`src/rtl/loadq_entry_mp.sv`:
```
// Load-queue entry with multiple issue ports, exponential replay backoff,
// a store-blocked wait state and a saturating replay counter with hang flag.
module loadq_entry_mp #(
   parameter int ID_W      = 4,
   parameter int ADDR_W    = 64,
   parameter int PDST_W    = 7,
   parameter int ROBID_W   = 6,
   parameter int STQ_N     = 8,
   parameter int NUM_ISS   = 2,
   parameter int BACKOFF_W = 3,
   parameter int REPLAY_W  = 4
) (
   input  logic                      clk,
   input  logic                      reset_n,
   input  logic [ID_W-1:0]           id,
   input  logic                      nuke_valid,
   input  logic [STQ_N-1:0]          stq_e_valid,
   input  logic                      alloc,
   input  logic [ROBID_W-1:0]        alloc_robid,
   input  logic [NUM_ISS-1:0]        iss_valid,
   input  logic [NUM_ISS*ID_W-1:0]   iss_ldqid,
   input  logic [NUM_ISS*ADDR_W-1:0] iss_src1,
   input  logic [NUM_ISS*ADDR_W-1:0] iss_src2,
   input  logic [NUM_ISS*PDST_W-1:0] iss_pdst,
   output logic                      e_valid,
   output logic [ROBID_W-1:0]        e_robid,
   output logic                      pipe_req,
   output logic [ADDR_W-1:0]         pipe_req_addr,
   output logic [PDST_W-1:0]         pipe_req_pdst,
   output logic [STQ_N-1:0]          pipe_req_elders,
   input  logic                      pipe_gnt,
   input  logic                      act_valid,
   input  logic                      act_is_load,
   input  logic [ID_W-1:0]           act_id,
   input  logic                      act_complete,
   input  logic                      act_recycle,
   input  logic                      act_stq_block,
   output logic [REPLAY_W-1:0]       e_replay_cnt,
   output logic                      e_hang
);

   typedef enum logic [2:0] {
      ST_IDLE,
      ST_PDG_ISS,
      ST_REQ_PIPE,
      ST_PDG_PIPE,
      ST_BACKOFF,
      ST_WAIT_STQ
   } state_t;

   state_t                 state_q, state_d;
   logic [ROBID_W-1:0]     robid_q, robid_d;
   logic [ADDR_W-1:0]      addr_q, addr_d;
   logic [PDST_W-1:0]      pdst_q, pdst_d;
   logic [STQ_N-1:0]       elders_q, elders_d;
   logic [REPLAY_W-1:0]    replay_q, replay_d;
   logic [BACKOFF_W-1:0]   backoff_q, backoff_d;

   logic [NUM_ISS-1:0]     iss_hits;
   logic                   iss_hit;
   logic [ADDR_W-1:0]      iss_addr;
   logic [PDST_W-1:0]      iss_pdst_sel;
   logic [BACKOFF_W-1:0]   backoff_load;
   logic                   act_hit;

   assign act_hit = act_valid && act_is_load && (act_id == id);

   // Pick the lowest-numbered issue port targeting this entry and form its address
   always_comb begin
      iss_hits     = '0;
      iss_hit      = 1'b0;
      iss_addr     = '0;
      iss_pdst_sel = '0;
      for (int p = NUM_ISS - 1; p >= 0; p--) begin
         if (iss_valid[p] && (iss_ldqid[p*ID_W +: ID_W] == id)) begin
            iss_hits[p]  = 1'b1;
            iss_hit      = 1'b1;
            iss_addr     = iss_src1[p*ADDR_W +: ADDR_W] + iss_src2[p*ADDR_W +: ADDR_W];
            iss_pdst_sel = iss_pdst[p*PDST_W +: PDST_W];
         end
      end
   end

   // Backoff reload is 2^min(replays, BACKOFF_W) - 1 so the dwell doubles per replay
   always_comb begin
      backoff_load = '1;
      for (int i = 0; i < BACKOFF_W; i++) begin
         if (replay_q == REPLAY_W'(i)) begin
            backoff_load = BACKOFF_W'((1 << i) - 1);
         end
      end
   end

   // Next-state and next-value logic; a nuke overrides everything and drops any alloc
   always_comb begin
      state_d   = state_q;
      robid_d   = robid_q;
      addr_d    = addr_q;
      pdst_d    = pdst_q;
      elders_d  = elders_q & stq_e_valid;
      replay_d  = replay_q;
      backoff_d = backoff_q;
      if (nuke_valid) begin
         state_d = ST_IDLE;
      end else begin
         case (state_q)
            ST_IDLE: begin
               if (alloc) begin
                  state_d  = ST_PDG_ISS;
                  robid_d  = alloc_robid;
                  replay_d = '0;
                  elders_d = stq_e_valid;
               end
            end
            ST_PDG_ISS: begin
               if (iss_hit) begin
                  state_d = ST_REQ_PIPE;
                  addr_d  = iss_addr;
                  pdst_d  = iss_pdst_sel;
               end
            end
            ST_REQ_PIPE: begin
               if (pipe_gnt) state_d = ST_PDG_PIPE;
            end
            ST_PDG_PIPE: begin
               if (act_hit) begin
                  if (act_complete) begin
                     state_d = ST_IDLE;
                  end else if (act_recycle) begin
                     if (replay_q != '1) replay_d = replay_q + 1'b1;
                     if (act_stq_block) begin
                        state_d = ST_WAIT_STQ;
                     end else begin
                        state_d   = ST_BACKOFF;
                        backoff_d = backoff_load;
                     end
                  end
               end
            end
            ST_BACKOFF: begin
               if (backoff_q == '0) state_d = ST_REQ_PIPE;
               else                 backoff_d = backoff_q - 1'b1;
            end
            ST_WAIT_STQ: begin
               if (elders_q == '0) state_d = ST_REQ_PIPE;
            end
            default: state_d = ST_IDLE;
         endcase
      end
   end

   // State and captured-field registers with asynchronous clear
   always_ff @(posedge clk or negedge reset_n) begin
      if (!reset_n) begin
         state_q   <= ST_IDLE;
         robid_q   <= '0;
         addr_q    <= '0;
         pdst_q    <= '0;
         elders_q  <= '0;
         replay_q  <= '0;
         backoff_q <= '0;
      end else begin
         state_q   <= state_d;
         robid_q   <= robid_d;
         addr_q    <= addr_d;
         pdst_q    <= pdst_d;
         elders_q  <= elders_d;
         replay_q  <= replay_d;
         backoff_q <= backoff_d;
      end
   end

   assign e_valid         = (state_q != ST_IDLE);
   assign pipe_req        = (state_q == ST_REQ_PIPE);
   assign e_robid         = robid_q;
   assign pipe_req_addr   = addr_q;
   assign pipe_req_pdst   = pdst_q;
   assign pipe_req_elders = elders_q;
   assign e_replay_cnt    = replay_q;
   assign e_hang          = (replay_q == '1);

   a_alloc_when_free: assert property (@(posedge clk) disable iff (!reset_n)
      (alloc && !nuke_valid) |-> !e_valid);
   a_issue_when_pending: assert property (@(posedge clk) disable iff (!reset_n)
      ((|iss_hits) && !nuke_valid) |-> (state_q == ST_PDG_ISS));
   a_single_issue_hit: assert property (@(posedge clk) disable iff (!reset_n)
      $onehot0(iss_hits));

endmodule
```
`config.mk`:
```
export PLATFORM = sky130hd
export DESIGN_NAME = loadq_entry_mp
export DESIGN_NICKNAME = d
export VERILOG_FILES = /design/src/rtl/loadq_entry_mp.sv
export SDC_FILE = /design/constraint.sdc
export NUM_CORES = 1
export LEC_CHECK = 0
export CAP_MARGIN = 25
export CELL_PAD_IN_SITES_DETAIL_PLACEMENT = 0
export CELL_PAD_IN_SITES_GLOBAL_PLACEMENT = 1
export CORE_MARGIN = 5
export CORE_UTILIZATION = 34
export CTS_BUF_LIST = sky130_fd_sc_hd__clkbuf_4
export DETAILED_ROUTE_END_ITERATION = 8
export PLACE_DENSITY_LB_ADDON = 0.1
export SLEW_MARGIN = 0
export SYNTH_ARGS = -nofsm -noshare
export SYNTH_HDL_FRONTEND = slang
export SYNTH_SLANG_ARGS = --single-unit
```
`constraint.sdc`:
```
create_clock -name clk -period 2.8 [get_ports clk]
set_input_delay 0.84 -clock clk [delete_from_list [all_inputs] [get_ports clk]]
set_output_delay 0.84 -clock clk [all_outputs]
set_load 0.005 [all_outputs]
```
## After elaboration in Yosys (flattened, before gate mapping)

Cells that the tools add are included.

- Register bits after elaboration: 95
- Output and inout port bits: 92
- Word-level logic and storage cells: 90

- $add $sub $neg: 4
- Equal/unequal tests: 26
- Muxes and demuxes: 35
- Bitwise gates (word level): 2
- Reduce and logical (&&, ||, !) cells: 16

Operators by type and width:

| operator | number |
|---|---|
| $add A64 B64 Y64 | 2 |
| $mux W64 | 2 |
| $mux W3 | 17 |
| $mux W8 | 3 |
| $reduce_and A7 Y1 | 3 |
| $mux W4 | 5 |
| $pmux W3 S6 | 1 |
| $ne A3 B3 Y1 const B | 5 |
| $mux W7 | 2 |
| $ne A2 B2 Y1 const B | 7 |
| $eq A4 B4 Y1 | 3 |
| $and A8 B8 Y8 | 1 |
| $logic_not A8 Y1 | 1 |
| $ne A4 B4 Y1 const B | 2 |
| $pmux W4 S2 | 1 |
| $eq A3 B2 Y1 const B | 2 |
| $eq A3 B3 Y1 const B | 2 |
| $logic_not A3 Y1 | 2 |
| $pmux W3 S2 | 1 |
| $reduce_and A3 Y1 | 2 |
| $add A4 B1 Y4 const B | 1 |
| $eq A4 B1 Y1 const B | 1 |
| $eq A4 B2 Y1 const B | 1 |
| $eq A4 B4 Y1 const B | 1 |
| other kinds (9) | 15 |

## Depth between registers and ports, before layout

- Depth in word-level cells: 9
- Mapped depth: 13
- Depth with buffers taken out: 13

## Least setup slack after synthesis

OpenSTA, ideal clock, no wires.

- Path type: input-to-reg
- From: input port iss_src1[76]
- To: register addr_q[55], in the netlist pipe_req_addr[55]
- Setup time: 126 ps
- Arrival: 3310 ps
- Required time: 2674 ps
- Path slack: -636 ps
- Cell stages on the path: 12
- Buffers on the path: 1
- Path through: ha_1 buf_2 a21oi_1 nor2b_1 a21o_1 a221o_1 o2111ai_2 a311oi_1 o21a_1 or3_1 xor2_1 a221o_1

- Longest elaborated chain between the ends: 3

RTL lines:

| element | RTL line | text |
|---|---|---|
| start: declaration | 22 | `input logic [NUM_ISS*ADDR_W-1:0] iss_src1,` |
| $add A64 B64 Y64 | 78 | `iss_addr = iss_src1[p*ADDR_W +: ADDR_W] + iss_src2[p*ADDR_W +: ADDR_W];` |
| $mux W64 (2 in series) | 75 | `if (iss_valid[p] && (iss_ldqid[p*ID_W +: ID_W] == id)) begin` |
| end signal: assignment | 165 | `addr_q <= addr_d;` |
| end: declaration | 53 | `logic [ADDR_W-1:0] addr_q, addr_d;` |

Every way passes these cells.
A chain may end at the register's enable or synchronous reset.

## Final worst setup path

- From: input port iss_src1[78]
- To: register addr_q[52], in the netlist pipe_req_addr[52]

The elaborated chain is that of the path after synthesis.

==> summary.txt <==
Run status
  • Status: finished, violations left
  • Violated checks: negative setup slack

STA
  • Relative slew slack: 63.0%
  • Count of final setup violators: 38
  • Final-report max-slew violation count: 0
  • RSZ-0062 raised after global routing: yes
  • Actual transition at the worst max-transition pin: approximately 0.56 ns
  • Setup_tns: -5.57 ns
  • Final WS setup: -0.312 ns
  • Maximum clock frequency: 321 MHz
  • Final critical path time including I/O delays and setup: approximately 3.1 ns
  • Layout Skew: 0.0317 ns
  • Worst Hold Slack: between 0.2 and 0.25 ns
  • Post-route fraction of the period consumed by the critical path: 111%
  • Hold Violations, Final: 0

Synthesis
  • Synthesized-area fraction occupied by ao, oa, aoi and oai cells: between 30% and 40%
  • Post-synthesis adder-cell area fraction: 14.0%
  • Average instance area after synthesis: ~7.6 sq um
  • Distinct cell type count after synthesis: 82
  • Post-synthesis instance area: around 12000 sq um
  • Synth top cells by count: 175 x sky130_fd_sc_hd__a21oi_1, 172 x sky130_fd_sc_hd__nor2_1, 132 x sky130_fd_sc_hd__ha_1, 111 x sky130_fd_sc_hd__nand2_1, 100 x sky130_fd_sc_hd__o21ai_0
  • Synthesized Nets: 2044
  • Multiplexer area fraction after synthesis: 1.09%
  • Simple-gate share of the synthesized area: 19.3%
  • Commonest register cell after synthesis: sky130_fd_sc_hd__dfrtp_1
  • Cell types with the largest area share after synthesis: sky130_fd_sc_hd__dfrtp_1 20%, sky130_fd_sc_hd__ha_1 14%, sky130_fd_sc_hd__a21oi_1 7.2%, sky130_fd_sc_hd__nor2_1 5.3%, sky130_fd_sc_hd__xnor2_1 4.4%
  • Count leader, synth: sky130_fd_sc_hd__a21oi_1
  • Yosys warnings: 0
  • Xor and xnor area share after synthesis: about 8.4%
  • Synthesized flop and latch total: 95
  • Post-synthesis cell count: approximately 1600
  • Area fraction of the dominant cell type after synthesis: roughly a fifth
  • Main combinational cell family by area after synthesis: compound AO/OA/AOI/OAI gates
  • Cell type contributing the most total cell area after synthesis: sky130_fd_sc_hd__dfrtp_1
  • Post-synth EDFFs: 0
  • Seq/Total Area, Yosys: 19.6%
  • Async set or reset register ratio after synthesis: 100%

Worst setup path
  • Most frequent cell on the critical path: sky130_fd_sc_hd__buf_6
  • Destination of the worst register-to-register timing path: backoff_q[1]
  • Worst-path cell chain: buf_6, ha_4, nand4_1, o211a_1, or4_4, a221oi_4, buf_6, a31oi_4, buf_12, o21ai_4, xor2_1, a221oi_2, nor2_1
  • Register-to-register path setup slack: 0.43 ns
  • Worst Path Class, Setup: input port to flip-flop
  • Sort of element at the end of the critical path: flip-flop
  • Critical Path RT: between 3 and 4 ns
  • Max FO, Critical Path: 4
  • Launching element type of the critical path: input port
  • Crit path DAT: 3.53 ns
  • Cells on worst reg2reg path: 7
  • Family with the most delay on the worst path: compound AO/OA/AOI/OAI gates
  • Combined buffer and inverter count along the critical path: 3
  • Reg-to-reg startpoint: state_q[2]
  • Slowest stage cell, crit path: sky130_fd_sc_hd__or4_4
  • Max incr delay on CP: 0.54 ns

GRT
  • Global-route wire length before repair: 93200 um
  • Residual overflow from global routing: 0
  • Pin count of the biggest net entering global routing: 37
  • Initial antenna violation count: 3
  • Number of global-route vias before repair: roughly 17000
  • Total track usage: approximately 30%

Layout
  • Fraction of layout instances using a drive strength above 1: between 40% and 50%
  • Total area of sequential cells: 2380 sq um
  • Nets@finish: 3022
  • Area growth from synthesis to layout: 103%
  • Fill cell instance count of the final layout: 2910
  • Multi-input gate area: approximately 12000 sq um
  • Final Util: 69.3%

Place
  • Detailed-placement wirelength estimate: 49500 um
  • Final weighted congestion of routability-driven global placement: 0.943
  • Buffers on Ports: a little over 400

Power
  • Static power due to leakage: 11.0 nW
  • Clock Power Share: 9.1%
  • Internal power of the cells: around 5.8 mW
  • Seq pwr share: a little under a quarter
  • P per Cell Area: between 400 and 500 nW/um^2
  • P_sw: 4.02 mW
  • IR Drop Worst-Case VDD: approximately 0.36 mV
  • Proportion of total power due to net switching: 40.9%
  • Part of the power in combinational logic: 68.2%

Die
  • Total die area: approximately 39000 sq um
  • Area of the core: 35400 sq um
  • Y dimension of the die: 199 um
  • Die Wd: 199 um
  • Number of top-level pins: 404
  • Std cell rows: between 60 and 70
  • Starting density of the core: between 30% and 40%

Route
  • Post-DRT Antenna Nets: 0
  • Remaining DRCs: 0
  • Final routed wire length divided by cell count: ~20 um
  • Final WL: 62000 um
  • DR vias/cell: roughly 5.4
  • DR vias: around 17000
  • 1st-iter DRT viols: 806
  • Number of search-and-repair iterations in the first detailed-routing pass: 5

CTS
  • Number of buffers inserted during clock tree synthesis: 9
  • Root Buffer: sky130_fd_sc_hd__clkbuf_4
  • Max H-tree Level: 3
  • TritonCTS Sinks: 95
  • Clock buffer depth: 2
  • Count of hold buffers inserted by post-cts repair: 0
  • Clock latency reported for the late side of the worst-skew pair: 0.54 ns
  • Clock tree from TritonCTS: built
  • Clock slew at reported path FFs: ~0.21 ns

Run
  • Max-capacitance violation count: 0

Worst hold path
  • Type of the worst min-delay path: input port to asynchronous set/reset pin
sequential cells by signal (all words and copies together), names as in the netlist:
register	cells
pipe_req_addr	64
pipe_req_elders	8
pipe_req_pdst	7
e_robid	6
e_replay_cnt	4
backoff_q	3
state_q	3
worst max-delay path by stage:
stage,start,end,slack (ns),cells past startpoint
6_report,iss_src1[78],pipe_req_addr[52],-0.31,13
5_1_grt,iss_src2[77],pipe_req_addr[52],-0.38,13
4_1_cts,iss_src1[79],pipe_req_addr[44],-0.33,12
3_5_place_dp,iss_src1[0],pipe_req_addr[52],-1.46,14
3_3_place_gp,iss_src1[0],pipe_req_addr[52],-1.39,14
2_1_floorplan,iss_src1[82],pipe_req_addr[55],-0.50,12
cells in the final DEF, fill, tap and decap left out, types with 21 or more instances in the layout:
cell type | synthesis | layout
sky130_fd_sc_hd__nor2_1 | 172 | 153
sky130_fd_sc_hd__o21ai_2 | 2 | 22
sky130_fd_sc_hd__buf_2 | 6 | 29
sky130_fd_sc_hd__nand2_1 | 111 | 89
sky130_fd_sc_hd__xnor2_1 | 61 | 42
sky130_fd_sc_hd__clkdlybuf4s50_1 | 0 | 221
sky130_fd_sc_hd__clkbuf_2 | 0 | 23
sky130_fd_sc_hd__a221oi_2 | 1 | 21
sky130_fd_sc_hd__o21ai_0 | 100 | 56
sky130_fd_sc_hd__nand3_1 | 29 | 23
sky130_fd_sc_hd__a21oi_1 | 175 | 111
sky130_fd_sc_hd__a21oi_2 | 1 | 48
sky130_fd_sc_hd__ha_4 | 0 | 87
sky130_fd_sc_hd__buf_4 | 0 | 571
sky130_fd_sc_hd__ha_1 | 132 | 43
sky130_fd_sc_hd__o21bai_1 | 30 | 25
sky130_fd_sc_hd__nand4_1 | 45 | 45
sky130_fd_sc_hd__o21ai_1 | 15 | 27
sky130_fd_sc_hd__xor2_1 | 55 | 48
sky130_fd_sc_hd__o21a_1 | 25 | 23
sky130_fd_sc_hd__buf_6 | 0 | 92
sky130_fd_sc_hd__inv_1 | 56 | 53
sky130_fd_sc_hd__a21o_1 | 63 | 63
sky130_fd_sc_hd__dfrtp_1 | 95 | 91
sky130_fd_sc_hd__dlygate4sd2_1 | 0 | 88
through the flow:
stage               instance area (sq um)  setup WS (ns)  std cells  power (mW)
floorplan                           13000         -0.505       1598        4.68
global placement                    21200          -1.39       2899        7.94
detailed placement                  21200          -1.46       2899        8.02
CTS                                 23900         -0.325       3020        9.57
global route                        24500         -0.383       3045        10.4
finish                              24500         -0.312       3046        9.82
power groups by stage:
stage / Combinational (mW) / Sequential [mW] / Clock [mW]
2_1_floorplan: 2.47 / 2.21 / 0
3_3_place_gp: 5.67 / 2.27 / 0
3_5_place_dp: 5.73 / 2.29 / 0
4_1_cts: 6.43 / 2.24 / 0.910
5_1_grt: 7.17 / 2.29 / 0.954
6_report: 6.70 / 2.24 / 0.890
logic make-up (layout without fill, tap and decap cells):
logic type                 after synthesis  after routing
AOI/OAI and AO/OA                      609            609
xor gates and xnor gates               116            116
adders and majority gates              134            134
buffers and inverters                  138           1121
DFF                                     95             95
muxes                                   12             12
other                                    0              4
and+or+nand+nor                        494            494
timing repair:
item,CTS,global route
buffers inserted,111,32
gates resized for setup,730,172
pin swaps,274,185
endpoints found under the setup margin,57,67
layout make-up:
cell class,instances,area share (%)
repair buffers,1049,36.4
diodes,4,0.0408
well taps,461,2.35
flip-flops and latches,95,9.71
multi-input cells,1365,50.0
clock buffers,9,0.275
inverters,56,0.857
clock inverters,7,0.332
layer usage:
layer  vias up  track usage (%)  wire [um]
li1       7945                -          -
met1      7942             36.7      25700
met2       549             52.6      30300
met3       126             4.18       3640
met4         0             11.5       2380
met5         -                0          0
(Power assumes the default switching activity.)
